[src/rtl/inst_fetch_queue.sv]
// ---------------------------------------------------------------------------
// inst_fetch_queue
//
// Instruction fetch front end. It holds the fetch PC and issues word reads to
// instruction memory, with at most one read outstanding. Returned instructions
// go into a small FIFO together with their PC, and the FIFO head is presented
// to decode through a valid/ready handshake. A redirect loads a new fetch PC,
// flushes the FIFO and discards any read that is still in flight.
//
// Parameters
//   DEPTH       queue entries (power of two, >= 2)
//   RESET_PC    fetch PC loaded on reset (word address)
//
// Ports
//   clk          rising-edge clock
//   rst_n        asynchronous active-low reset
//   imem_req     one-cycle read request strobe
//   imem_addr    word address of the request (0 when imem_req=0)
//   imem_valid   read data returned this cycle
//   imem_data    returned instruction word
//   redirect     load redirect_pc as the fetch PC and flush
//   redirect_pc  redirect target word address
//   inst_valid   queue head holds an instruction
//   inst         head instruction (0 when empty)
//   inst_pc      word address of the head instruction (0 when empty)
//   inst_ready   consumer takes the head this cycle when inst_valid=1
// ---------------------------------------------------------------------------
module inst_fetch_queue #(
    parameter int unsigned DEPTH    = 4,
    parameter logic [31:0] RESET_PC = 32'h0000_0000
) (
    input  logic        clk,
    input  logic        rst_n,
    output logic        imem_req,
    output logic [31:0] imem_addr,
    input  logic        imem_valid,
    input  logic [31:0] imem_data,
    input  logic        redirect,
    input  logic [31:0] redirect_pc,
    output logic        inst_valid,
    output logic [31:0] inst,
    output logic [31:0] inst_pc,
    input  logic        inst_ready
);

    localparam int unsigned PTR_W = (DEPTH > 1) ? $clog2(DEPTH) : 1;
    localparam int unsigned CNT_W = PTR_W + 1;
    localparam logic [CNT_W-1:0] FULL_CNT = CNT_W'(DEPTH);

    if (DEPTH < 2 || (DEPTH & (DEPTH - 1)) != 0) begin : g_depth_check
        $error("inst_fetch_queue: DEPTH must be a power of two and at least 2");
    end

    // ST_WAIT : our own read is outstanding, its data will be queued.
    // ST_FLUSH: a read issued before a redirect is outstanding, its data is dropped.
    typedef enum logic [1:0] {
        ST_FETCH = 2'd0,
        ST_WAIT  = 2'd1,
        ST_FLUSH = 2'd2
    } state_t;

    state_t             state;
    state_t             state_next;
    logic [31:0]        fetch_pc;

    logic [31:0]        mem_inst [DEPTH];
    logic [31:0]        mem_pc   [DEPTH];
    logic [PTR_W-1:0]   wr_ptr;
    logic [PTR_W-1:0]   rd_ptr;
    logic [CNT_W-1:0]   count;

    logic               full;
    logic               req;
    logic               push;
    logic               pop;

    // ------------------------------------------------------------------
    // Next-state, request and handshake decode
    // ------------------------------------------------------------------
    always_comb begin
        state_next = state;
        req        = 1'b0;
        push       = 1'b0;

        full       = (count == FULL_CNT);
        inst_valid = (count != '0);
        pop        = inst_valid & inst_ready;

        case (state)
            ST_FETCH: begin
                // Requests only go out with a free slot, so a response
                // can never land in a full queue.
                if (!redirect && !full) begin
                    req        = 1'b1;
                    state_next = ST_WAIT;
                end
            end
            ST_WAIT: begin
                if (imem_valid) begin
                    push       = !redirect;
                    state_next = ST_FETCH;
                end else if (redirect) begin
                    state_next = ST_FLUSH;
                end
            end
            ST_FLUSH: begin
                if (imem_valid) begin
                    state_next = ST_FETCH;
                end
            end
            default: begin
                state_next = ST_FETCH;
            end
        endcase

        // Held low while reset is asserted even though the state register
        // already reads FETCH with an empty queue.
        imem_req  = req & rst_n;
        imem_addr = imem_req ? fetch_pc : '0;

        inst      = inst_valid ? mem_inst[rd_ptr] : '0;
        inst_pc   = inst_valid ? mem_pc[rd_ptr]   : '0;
    end

    // ------------------------------------------------------------------
    // Control state and fetch PC
    // ------------------------------------------------------------------
    always_ff @(posedge clk or negedge rst_n) begin
        if (!rst_n) begin
            state    <= ST_FETCH;
            fetch_pc <= RESET_PC;
        end else begin
            state <= state_next;
            if (redirect) begin
                fetch_pc <= redirect_pc;
            end else if (push) begin
                fetch_pc <= fetch_pc + 32'd1;
            end
        end
    end

    // ------------------------------------------------------------------
    // Instruction queue
    // ------------------------------------------------------------------
    always_ff @(posedge clk or negedge rst_n) begin
        if (!rst_n) begin
            wr_ptr   <= '0;
            rd_ptr   <= '0;
            count    <= '0;
            mem_inst <= '{default: '0};
            mem_pc   <= '{default: '0};
        end else if (redirect) begin
            // Any pop in this cycle is irrelevant: the queue is emptied.
            wr_ptr <= '0;
            rd_ptr <= '0;
            count  <= '0;
        end else begin
            if (push) begin
                mem_inst[wr_ptr] <= imem_data;
                mem_pc[wr_ptr]   <= fetch_pc;
                wr_ptr           <= wr_ptr + PTR_W'(1);
            end
            if (pop) begin
                rd_ptr <= rd_ptr + PTR_W'(1);
            end
            if (push && !pop) begin
                count <= count + CNT_W'(1);
            end else if (!push && pop) begin
                count <= count - CNT_W'(1);
            end
        end
    end

endmodule
[config.mk]
export PLATFORM = sky130hd
export DESIGN_NAME = inst_fetch_queue
export DESIGN_NICKNAME = d
export VERILOG_FILES = /design/src/rtl/inst_fetch_queue.sv
export SDC_FILE = /design/constraint.sdc
export NUM_CORES = 1
export LEC_CHECK = 0
export CORE_AREA = 2 2 203 205
export DETAILED_ROUTE_END_ITERATION = 10
export DIE_AREA = 0 0 205 207
export GPL_TIMING_DRIVEN = 1
export SLEW_MARGIN = 15
export SYNTH_ARGS = -nofsm -noshare
export SYNTH_HDL_FRONTEND = slang
export SYNTH_SLANG_ARGS = --single-unit
[constraint.sdc]
create_clock -name clk -period 2 [get_ports clk]
set_input_delay 0.4 -clock clk [delete_from_list [all_inputs] [get_ports clk]]
set_output_delay 0.4 -clock clk [all_outputs]
set_load 0.03 [all_outputs]
Word level (Yosys, flattened, before mapping)
Index checks and enable logic that the tools add are counted.
- add/subtract/negate cells: 5
- equality and inequality tests: 6
- divide/modulo/power cells: 0
- $lt $le $gt $ge: 3
- reductions and logical operators: 15
- shift operators: 0
- bitwise operators: 5
- muxes and demuxes: 31
- multiply operators: 0
- operators with widths (cell ; count):
    32-bit two-way mux ; 10
    128-bit bitwise mux ; 2
    32-bit binary-select mux with 2-bit select ; 2
    32-bit demux with 2-bit select ; 1
    32-bit by 1-bit adder with 32-bit output (second input constant) ; 1
    2-bit two-way mux ; 8
    3-bit two-way mux ; 3
    3-bit >= comparator (second input constant) ; 2
    2-bit NOT with 3-bit output ; 2
    2-bit one-hot mux with 3 select lines ; 1
    3-bit nonzero test ; 2
    2-bit by 1-bit adder with 2-bit output (second input constant) ; 2
    1-bit logical AND ; 4
    1-bit zero test ; 4
    1-bit two-way mux ; 4
    2-bit != test (second input constant) ; 2
    2-bit nonzero test ; 2
    3-bit by 1-bit adder with 3-bit output (second input constant) ; 1
    3-bit equality test (second input constant) ; 1
    3-bit by 1-bit < comparator with 1-bit output (second input constant) ; 1
    3-bit != test (second input constant) ; 1
    3-bit AND reduction ; 1
    3-bit by 1-bit subtractor with 3-bit output (second input constant) ; 1
    1-bit bitwise AND ; 2
    5 further kinds ; 5
- bits in writable memories: 0
- latch bits: 0
- flip-flop bits (word level): 297
- memory bits (read-only): 0
- logic and storage cells: 78
- memories: 0

Logic depth before layout (Yosys ltp)
Gate-level depths: netlist of the first run.
- depth after elaboration: 8
- mapped depth: 9

Worst setup path before layout of the first run
No wires, ideal clock.
- path type: reg-to-reg
- from: reg count[2]
- to: reg count[2]
- required time: 1.868 ns
- slack: -0.208 ns
- arrival: 2.076 ns
- library setup time: 0.132 ns
- stages on the path, launching flop included: 10
- cell sequence: dfrtp_1 or3_1 clkbuf_1 clkbuf_1 a21oi_1 fa_1 a211o_1 o21ai_0 xnor2_1 nor2_1
- longest elaborated chain between the ends: 6
- ends and longest elaborated chain (item ; line ; RTL):
    start: declaration ; 70 ; logic [CNT_W-1:0] count;
    start signal: assignment ; 167 ; count <= count + CNT_W'(1);
    start signal: assignment ; 169 ; count <= count - CNT_W'(1);
    3-bit nonzero test * ; 86 ; inst_valid = (count != '0);
    via inst_valid ; 40 ; output logic inst_valid,
    1-bit bitwise AND * ; 87 ; pop = inst_valid & inst_ready;
    1-bit zero test ; 166 ; if (push && !pop) begin
    1-bit logical AND ; 166 ;
    3-bit two-way mux ; 166 ;
    3-bit two-way mux ; 152 ; end else if (redirect) begin
Mark *: on every way through the listed nets, which the timed path passes. The rest lies on a longest branch. The select of a mux whose other input is x is not followed.
A chain may end at the register's enable or synchronous reset.

Worst setup path in the final report of the first run
- from: reg rd_ptr[0]
- to: out inst_pc[26]
- longest elaborated chain between the ends: 5
- ends and longest elaborated chain (item ; line ; RTL):
    start: declaration ; 69 ; logic [PTR_W-1:0] rd_ptr;
    start signal: assignment ; 164 ; rd_ptr <= rd_ptr + PTR_W'(1);
    2-bit NOT with 3-bit output (not written as such) ; 122 ; inst_pc = inst_valid ? mem_pc[rd_ptr] : '0;
    32-bit binary-select mux with 2-bit select ; 122 ;
    32-bit two-way mux (not written as such) (2 in series) ; 122 ;
    32-bit two-way mux ; 122 ;
    end: declaration ; 42 ; output logic [31:0] inst_pc,
Every way passes these cells. The select of a mux whose other input is x is not followed.

==> metrics.json, run 1 <==
{
  "postSynthAreaPerCell_um2": 13.6,
  "antenna_found_initial": 1,
  "ctsHtreeMaxLevel": 2,
  "horizontal_extent_of_the_die_um": 205,
  "setup_viol": 100,
  "number_of_synthesized_flops_with_an_enable_pin": 0,
  "synth.ff_latch_count": 297,
  "finalClockSkew_ns": 0.0153,
  "final_antenna_net_count": 0,
  "power_density_mw_per_mm2": 1360,
  "grt_usage_pct": 18.1,
  "finalHoldViolCount": 0,
  "layout_min_cycle_time_ns": 2.58,
  "drive_above_1_share_pct": 55.7,
  "critPathTopFamily": "buffers and inverters",
  "most_common_library_cell_in_the_layout_ignoring_fill_and_taps": "dfrtp_1",
  "cp_launch_point": "rd_ptr[0]",
  "n_fill_cell": 3645,
  "timing.setup.critical_path_class": "register to output pin",
  "cp-end-kind": "output pin",
  "die-area_mm2": 0.0424,
  "outcome": "complete, but fails checks",
  "cp_slowest_stage_delay_ns": 0.50,
  "r2r.worst_path.cells": 18,
  "finalMaxSlewViolations": 0,
  "crit_path_top_delay_cell": "dfrtp_4",
  "worst_path_most_repeated_cell": "buf_12",
  "design_power_total_mw": 26.5,
  "finalWirelength_um": 37600,
  "clk-insertion-delay-late_ns": 0.52,
  "layout-area-overhead-vs-synth_pct": 38.7,
  "design.final.nets": 1372,
  "combinationalPowerShare_pct": 44.9,
  "max_ir_drop_vdd_mv": 0.836,
  "core-area_mm2": 0.0404,
  "postSynthNetCount": 1102,
  "p_leak_nw": 8.94,
  "setup-tns-final_ns": -44.23,
  "synth_area_mm2": 0.0140,
  "timing.critical_path.arrival_ns": 2.18,
  "tritoncts": "done",
  "path_depth": 6,
  "timing.final.ws_setup_ns": -0.579,
  "most-common-layout-cells": "294 x dfrtp_1, 246 x mux2_2, 99 x buf_6",
  "hold-path-cell-count": 3,
  "cts_inserted_buffers": 35,
  "root_buffer": "clkbuf_16",
  "worst_slew_slack_as_a_fraction_of_its_limit_pct": 51.4,
  "drv_cap": 0,
  "finalCritPeriodShare_pct": 129,
  "path_clk_slew_ns": 0.06,
  "grt_pass1_wl_um": 59500,
  "holdCritStartpoint": "redirect_pc[14]",
  "rows": 74,
  "fraction_of_power_spent_switching_nets_pct": 32.1,
  "p_sw_mw": 8.51,
  "critical_path_peak_fanout": 8,
  "multi_input_logic_area_mm2": 0.00655,
  "area.sequential_mm2": 0.00744,
  "yosysWarningCount": 0,
  "critical_path_buf_inv_count": 4,
  "ioPinCount": 167,
  "post_synth_inst_count": 1027,
  "post-place-ws_ns": -0.453,
  "clockBufferDepth": 3,
  "synthArstFlopShare_pct": 100,
  "tightest_slew_ns": 0.729,
  "startpoint_type": "register",
  "route.detailed.wl_per_inst_um": 20.2,
  "routed-via-count": 9275,
  "detail_route.vias_per_cell": 5.00,
  "finish.instance_area_mm2": 0.0194,
  "placedInstanceArea_mm2": 0.0170,
  "crit_path_cell_trace": "buf_12 -> buf_12 -> buf_12 -> mux4_2 -> and2_4 -> buf_6",
  "placement.io_buffers": 166,
  "initial_utilization_pct": 34.7,
  "rsz0062_at_grt": "yes",
  "number_of_global_route_vias_before_repair": 9978,
  "finish.cell_count_without_fillers": 1855,
  "reg2reg_from": "count[1]",
  "power_frac_clock_pct": 24.4,
  "timing.hold.worst.class": "input pin to register",
  "fp.dieH_um": 207,
  "achievable-frequency_mhz": 388,
  "dpl.hpwl_um": 24300,
  "gpl.final_weighted_congestion": 0.767,
  "numPlacedInstances": 1747,
  "ys_seq_area_share_pct": 53.1,
  "largest_net_degree_at_the_start_of_global_routing": 101,
  "seq_power_share_pct": 30.7,
  "cts_num_sinks": 297,
  "ys_dominant_reg_cell": "dfrtp_1",
  "drcViolationCount": 0,
  "drt_pre_antenna_iters": 5,
  "power.internal_mw": 18.0,
  "crit_required_ns": 1.60,
  "grt_overflow": 0,
  "drt_iter0_markers": 508,
  "ys_types": 42,
  "failed_checks": "setup timing"
}
## worst paths after layout
| path | endpoint | slack [ns] |
|---|---|---|
| min in group asynchronous | mem_pc[107] | 0.58 |
| worst max register to register | state[0] | -0.52 |
| worst max-delay path | inst_pc[26] | -0.58 |
| worst min-delay path | fetch_pc[14] | 0.45 |
| worst min register to register | mem_pc[94] | 0.48 |
| max in group asynchronous | mem_inst[99] | 0.52 |
## routing by layer
| metal | track usage [%] | part of all wire, % | vias to the layer above |
|---|---|---|---|
| met5 | 0 | 0 | - |
| met4 | 5.71 | 2.8 | 0 |
| met3 | 3.08 | 3.8 | 61 |
| met2 | 29.4 | 49 | 167 |
| met1 | 24.8 | 44 | 4840 |
| li1 | - | - | 4207 |
## state kept, by name, summed over array words and instances, names as in the netlist
signal,flops
mem_inst,128
mem_pc,128
fetch_pc,32
count,3
rd_ptr,2
state,2
wr_ptr,2
## logic make-up (layout without fill, tap and decap cells)
kind of cell / after synthesis / count (layout) / share of synthesized area, %
mux: 311 / 311 / 30.2
flops: 297 / 297 / 53.1
simple gates: 238 / 238 / 9.44
buf+inv: 91 / 386 / 2.73
compound gates: 51 / 51 / 1.93
xor+xnor: 33 / 33 / 2.06
fa+ha+maj: 6 / 6 / 0.590
other cells: 0 / 1 / 0
## cells in the mapped netlist (2+ instances only)
| cell | instances | share of area, % |
|---|---|---|
| a21oi_1 | 4 | 0.14 |
| and2_1 | 98 | 4.4 |
| and3_1 | 3 | 0.13 |
| buf_1 | 6 | 0.16 |
| buf_2 | 28 | 1.0 |
| clkbuf_1 | 47 | 1.3 |
| dfrtp_1 | 297 | 53 |
| ha_1 | 5 | 0.45 |
| inv_1 | 8 | 0.21 |
| mux2_2 | 246 | 20 |
| mux4_2 | 64 | 10 |
| nand2_1 | 57 | 1.5 |
| nand3_1 | 18 | 0.64 |
| nand3b_1 | 2 | 0.11 |
| nand4_1 | 9 | 0.40 |
| nand4_2 | 2 | 0.18 |
| nor2_1 | 18 | 0.48 |
| nor3_1 | 13 | 0.46 |
| nor4_1 | 4 | 0.18 |
| o21ai_0 | 37 | 1.3 |
| o21ai_1 | 6 | 0.21 |
| or3_1 | 3 | 0.13 |
| or4_1 | 2 | 0.11 |
| xnor2_1 | 17 | 1.1 |
| xor2_1 | 16 | 1.0 |
## per-stage QoR
step	hold slack (ns)	util [%]
3_3_place_gp	0.457	42.2
6_report	0.449	48.1
5_1_grt	0.446	48.1
3_5_place_dp	0.471	42.2
2_1_floorplan	0.104	-
4_1_cts	0.437	47.9
## power groups by stage
stage | clock [mW] | sequential (mW) | combinational (mW)
global placement | 0 | 8.19 | 9.34
global route | 6.88 | 8.30 | 12.6
floorplan | 0 | 7.93 | 5.96
CTS | 6.63 | 8.13 | 11.7
finish | 6.47 | 8.13 | 11.9
detailed placement | 0 | 8.25 | 9.45
## area by class of cell
| cell class | count | area share (%) |
|---|---|---|
| diodes | 1 | 0.0129 |
| clock buffers | 53 | 5.34 |
| clock inverters | 9 | 0.638 |
| inverters | 8 | 0.193 |
| multi-input cells | 639 | 33.7 |
| flip-flops and latches | 297 | 38.3 |
| well taps | 532 | 3.43 |
| repair buffers | 316 | 18.3 |
## worst min-delay path: stages
cell and delay, ns:
clkdlybuf4s50_1 0.40, nand2_1 0.06, o21ai_0 0.06
## timing repair
action,CTS,global route
hold buffers,1,0
endpoints found under the hold margin,69,0
buffers inserted,36,10
cloned,6,0
endpoints found under the setup margin,101,110
gates resized for setup,455,45
pin swaps,58,16
Note: power is estimated with default switching activity, not from simulation.
==> run 2, diff against run 1 <==
--- a/config.mk
+++ b/config.mk
@@ -8,6 +8,7 @@
 export CORE_AREA = 2 2 203 205
 export DETAILED_ROUTE_END_ITERATION = 10
 export DIE_AREA = 0 0 205 207
+export DONT_BUFFER_PORTS = 1
 export GPL_TIMING_DRIVEN = 1
 export SLEW_MARGIN = 15
 export SYNTH_ARGS = -nofsm -noshare
==> run 2 against run 1 <==
  * The flow finishes with violations (hold timing, setup timing)
  * Largest power group unchanged
  * Utilization shrank 3.8 points
  * Sequential power is essentially flat
  * Critical path type is now input pin to output pin
  * Clock power shrank 0.6%
  * Worst setup slack gained 0.037 ns
  * Power shrank 11%
  * Critical path depth shrank 1
  * Non-clock buffer count shrank 133
  * Register-to-register slack gained 0.60 ns
  * First-iteration DRC count shrank 8.9%
  * Sequential cell count is the same
==> metrics.json, run 2 (synthesized netlist as in run 1, its figures left out) <==
{
  "outcome": "complete, but fails checks",
  "routed-via-count": 8731,
  "timing.hold.worst.class": "input pin to asynchronous set/reset pin",
  "clockBufferDepth": 3,
  "cts_inserted_buffers": 35,
  "startpoint_type": "input pin",
  "p_leak_nw": 8.16,
  "most_common_library_cell_in_the_layout_ignoring_fill_and_taps": "dfrtp_1",
  "numPlacedInstances": 1578,
  "rows": 74,
  "timing.setup.critical_path_class": "input pin to output pin",
  "drt_iter0_markers": 463,
  "post-place-ws_ns": -0.0632,
  "max_ir_drop_vdd_mv": 0.615,
  "worst_slew_slack_as_a_fraction_of_its_limit_pct": 20.8,
  "ff2ff_setup_slack_ns": 0.08,
  "layout_min_cycle_time_ns": 2.54,
  "drv_cap": 0,
  "timing.critical_path.arrival_ns": 2.14,
  "placedInstanceArea_mm2": 0.0153,
  "finalCritPeriodShare_pct": 127,
  "power_density_mw_per_mm2": 1320,
  "layout-area-overhead-vs-synth_pct": 27.7,
  "hold_buffers": 61,
  "grt_overflow": 0,
  "clk-insertion-delay-late_ns": 0.53,
  "root_buffer": "clkbuf_16",
  "failed_checks": "hold timing, setup timing",
  "cts_num_sinks": 297,
  "finalClockSkew_ns": 0.0255,
  "finalWirelength_um": 36100,
  "worst_path_most_repeated_cell": "buf_6",
  "detail_route.vias_per_cell": 5.08,
  "finish.instance_area_mm2": 0.0179,
  "core-area_mm2": 0.0404,
  "final_antenna_net_count": 0,
  "gpl.final_weighted_congestion": 0.779,
  "route.detailed.wl_per_inst_um": 21.0,
  "finalMaxSlewViolations": 0,
  "reg2reg_from": "fetch_pc[11]",
  "finalHoldViolCount": 297,
  "finish.utilization_pct": 44.3,
  "n_antenna_cell": 0,
  "largest_net_degree_at_the_start_of_global_routing": 299,
  "grt_pass1_wl_um": 56100,
  "horizontal_extent_of_the_die_um": 205,
  "rsz0062_at_grt": "yes",
  "tritoncts": "done",
  "grt_usage_pct": 17.2,
  "finish.cell_count_without_fillers": 1720,
  "placement.io_buffers": 0,
  "timing.final.ws_setup_ns": -0.542,
  "top_regs": "mem_inst (128), mem_pc (128), fetch_pc (32)",
  "cp-end-kind": "output pin",
  "number_of_global_route_vias_before_repair": 9508,
  "n_fill_cell": 3688,
  "achievable-frequency_mhz": 393,
  "crit_path_cell_trace": "and4b_2 -> buf_6 -> buf_16 -> and2_4 -> buf_6",
  "design.final.nets": 1239,
  "drcViolationCount": 0,
  "antenna_found_initial": 0,
  "cp_launch_point": "rst_n",
  "fin_hold_ws_ns": -0.431,
  "drt_pre_antenna_iters": 4,
  "critical_path_peak_fanout": 298,
  "path_clk_slew_ns": 0.06,
  "crit_path_top_delay_cell": "and4b_2",
  "setup_viol": 97,
  "die-area_mm2": 0.0424,
  "initial_utilization_pct": 34.7,
  "ioPinCount": 167,
  "dpl.hpwl_um": 21700,
  "tightest_slew_ns": 1.19,
  "drive_above_1_share_pct": 51.3,
  "crit_required_ns": 1.60,
  "ctsHtreeMaxLevel": 2,
  "cp_slowest_stage_delay_ns": 0.67,
  "most-common-layout-cells": "294 x dfrtp_1, 246 x mux2_2, 96 x and2_4",
  "fp.dieH_um": 207
}
## run 2: cell types whose count changed in the layout (fill, tap and decap cells not counted), moves of 9 or more
cell,change
buf_4,-41
buf_8,-9
clkdlybuf4s50_1,-66
buf_6,-55
dlygate4sd3_1,+59
buf_12,-26
## run 2: area by class of cell
class	count	area (µm²)	area share, %
clock buffers	51	1050	5.85
well taps	532	666	3.72
flip-flops and latches	297	7440	41.6
clock inverters	10	110	0.616
inverters	8	35.0	0.196
repair buffers	183	2060	11.5
multi-input cells	639	6520	36.5
## run 2: timing repair
item | CTS | global route
pin swaps | 22 | 4
gates resized for setup | 200 | 35
endpoints found under the setup margin | 116 | 104
cloned | 3 | 4
buffers inserted | 11 | 5
endpoints found under the hold margin | 446 | 297
## run 2: critical path: cells and delay by family
| family | cells | cell delay, ns |
|---|---|---|
| AND/OR/NAND/NOR | 2 | 0.82 |
| buffers and inverters | 3 | 0.44 |
## run 2: report_power, final
group,leakage [nW],internal [mW],switching [mW]
Combinational,3.68,4.45,4.52
Sequential,3.91,7.40,0.715
Clock,0.573,3.88,2.55
Total,8.16,15.7,7.78
## run 2: final timing paths
check                                endpoint  cells past startpoint
worst max-delay path            imem_addr[31]                      5
worst min-delay path             mem_inst[55]                      0
worst max register to register   fetch_pc[31]                      5
worst min register to register     mem_pc[43]                      2
max in group asynchronous         mem_inst[6]                      0
min in group clk                 fetch_pc[22]                      2
## run 2: metrics by stage
step                      setup TNS (ns)  hold slack [ns]  power, mW
final                             -41.53           -0.431       23.5
after global routing              -45.26           -0.465       24.7
after CTS                         -44.99           -0.474       23.3
after detailed placement           -1.02            0.111       15.6
after global placement           -0.0319            0.111       15.4
after floorplan                    -2.41            0.104       13.9
## run 2: layer usage
layer	vias to the layer above	wire length (µm)	track usage (%)
met4	0	765	5.73
met1	4585	15700	23.0
met3	45	1930	3.27
met2	160	17700	28.2
li1	3941	-	-
met5	-	0	0
==> run 3, diff against run 2 <==
--- a/config.mk
+++ b/config.mk
@@ -5,11 +5,12 @@
 export SDC_FILE = /design/constraint.sdc
 export NUM_CORES = 1
 export LEC_CHECK = 0
-export CORE_AREA = 2 2 203 205
+export CORE_AREA = 2 2 171 173
 export DETAILED_ROUTE_END_ITERATION = 10
-export DIE_AREA = 0 0 205 207
+export DIE_AREA = 0 0 173 175
 export DONT_BUFFER_PORTS = 1
 export GPL_TIMING_DRIVEN = 1
+export PLACE_DENSITY = 0.67
 export SLEW_MARGIN = 15
 export SYNTH_ARGS = -nofsm -noshare
 export SYNTH_HDL_FRONTEND = slang
==> run 3 against run 2 <==
  * The flow still finishes with violations (hold timing, setup timing)
  * Clock power decreased by 5.9%
  * Clock skew fell by 0.014 ns
  * Critical path depth is 1 lower
  * Worst hold slack better by 0.035 ns
  * Routed wire length down 6.5%
  * Power up 0.81%
  * Worst setup slack better by 0.10 ns
==> metrics.json, run 3 (synthesized netlist as in run 1, its figures left out) <==
{
  "worst_path_most_repeated_cell": "buf_12",
  "crit_path_cell_trace": "buf_12 -> mux4_2 -> and2_4 -> buf_12",
  "outcome": "complete, but fails checks",
  "cts_num_sinks": 297,
  "cp_launch_point": "rd_ptr[0]",
  "achievable-frequency_mhz": 410,
  "ioPinCount": 167,
  "cts_inserted_buffers": 34,
  "route.detailed.wl_per_inst_um": 22.0,
  "max_ir_drop_vdd_mv": 1.18,
  "length_of_routed_wiring_on_met1_um": 14200,
  "worst_slew_slack_as_a_fraction_of_its_limit_pct": 29.8,
  "power_density_mw_per_mm2": 1360,
  "post-place-ws_ns": -0.118,
  "drcViolationCount": 0,
  "fp.dieH_um": 175,
  "grt_usage_pct": 22.0,
  "timing.setup.critical_path_class": "register to output pin",
  "number_of_global_route_vias_before_repair": 9155,
  "clk-insertion-delay-late_ns": 0.50,
  "finalClockSkew_ns": 0.0115,
  "timing.final.ws_setup_ns": -0.442,
  "detail_route.vias_per_cell": 5.61,
  "core-area_mm2": 0.0284,
  "horizontal_extent_of_the_die_um": 173,
  "finalMaxSlewViolations": 0,
  "routed-via-count": 8603,
  "tightest_slew_ns": 1.05,
  "grt_overflow": 0,
  "hold_buffers": 3,
  "final_antenna_net_count": 0,
  "startpoint_type": "register",
  "antenna_found_initial": 1,
  "r2r.worst_path.cells": 7,
  "numPlacedInstances": 1439,
  "path_clk_slew_ns": 0.06,
  "layout-area-overhead-vs-synth_pct": 24.7,
  "detailroute.wirelength.met2_um": 17200,
  "die-area_mm2": 0.0303,
  "cp-end-kind": "output pin",
  "top_regs": "mem_inst (128), mem_pc (128), fetch_pc (32)",
  "finalWirelength_um": 33800,
  "reg2reg_from": "count[0]",
  "wl_met3_um": 1600,
  "finish.cell_count_without_fillers": 1534,
  "p_leak_nw": 8.08,
  "clockBufferDepth": 3,
  "root_buffer": "clkbuf_16",
  "finalHoldViolCount": 297,
  "gpl.final_weighted_congestion": 0.776,
  "setup-tns-final_ns": -36.63,
  "crit_path_top_delay_cell": "mux4_2",
  "cp_slowest_stage_delay_ns": 0.56,
  "drv_cap": 0,
  "tritoncts": "done",
  "crit_required_ns": 1.60,
  "layout_min_cycle_time_ns": 2.44,
  "rows": 62,
  "rsz0062_at_grt": "yes",
  "drt_iter0_markers": 530,
  "most_common_library_cell_in_the_layout_ignoring_fill_and_taps": "dfrtp_1",
  "drt_pre_antenna_iters": 4,
  "setup_viol": 96,
  "largest_net_degree_at_the_start_of_global_routing": 299,
  "design.final.nets": 1201,
  "drive_above_1_share_pct": 55.2,
  "ctsHtreeMaxLevel": 2,
  "fin_hold_ws_ns": -0.395,
  "timing.critical_path.arrival_ns": 2.04,
  "critical_path_peak_fanout": 9,
  "top_layer_used": "met4",
  "placement.io_buffers": 0,
  "n_fill_cell": 2214,
  "failed_checks": "hold timing, setup timing",
  "dpl.hpwl_um": 20100,
  "timing.hold.worst.class": "input pin to asynchronous set/reset pin",
  "initial_utilization_pct": 49.3,
  "finalCritPeriodShare_pct": 122,
  "most-common-layout-cells": "293 x dfrtp_1, 246 x mux2_2, 96 x and2_4",
  "finish.utilization_pct": 61.5,
  "grt_pass1_wl_um": 52200
}
[run 3: changes by cell type in the layout (fill, tap and decap cells not counted), sizes merged]
cell	delta
clkinv	+2
buf	+19
clkinvlp	+2
diode	+1
clkbuf	-3
bufinv	-1
dlygate4sd3	-57
inv	-1
[run 3: final timing paths]
path	endpoint	slack [ns]
max in group asynchronous	state[0]	1.91
min in group clk	fetch_pc[14]	0.03
worst max-delay path	inst_pc[11]	-0.44
worst min register to register	mem_pc[43]	0.48
worst max register to register	count[2]	0.05
worst min-delay path	mem_inst[87]	-0.40
[run 3: cell type report]
cell class / instances / area [µm²] / area share [%]
Sequential cell: 297 / 7440 / 42.6
Multi-Input combinational cell: 639 / 6570 / 37.6
Timing Repair Buffer: 146 / 1840 / 10.5
Clock buffer: 47 / 991 / 5.68
Tap cell: 384 / 480 / 2.75
Clock inverter: 12 / 104 / 0.595
Inverter: 8 / 35.0 / 0.201
Antenna cell: 1 / 2.50 / 0.0143
[run 3: through the flow]
step                area, µm²  total power, mW
floorplan               14000             13.9
global placement        15300             15.6
detailed placement      15300             15.8
CTS                     17100             23.3
global route            17500             24.9
finish                  17500             23.7
[run 3: what timing repair did]
action                                  CTS  global route
pin swaps                                11            20
setup buffers                            13            12
hold endpoints to repair                321           297
gates resized for setup                 206            29
gates cloned                              4             5
endpoints found under the setup margin  152           153
[run 3: critical path, delay by kind of cell, from the launching register on]
kind	cells	cell delay [ns]
mux	1	0.56
buf+inv	2	0.30
flops	1	0.48
simple gates	1	0.19
[run 3: power breakdown]
group / internal (mW) / leakage, nW / switching [mW] / total [mW]
Combinational: 4.94 / 3.63 / 4.59 / 9.54
Clock: 3.60 / 0.534 / 2.45 / 6.05
Sequential: 7.40 / 3.91 / 0.723 / 8.12
[run 3: layer usage]
| metal | vias to the layer above | GRT usage (%) |
|---|---|---|
| met5 | - | 0 |
| met4 | 0 | 6.14 |
| met3 | 53 | 3.72 |
| met2 | 174 | 37.0 |
| met1 | 4508 | 29.8 |
| li1 | 3868 | - |
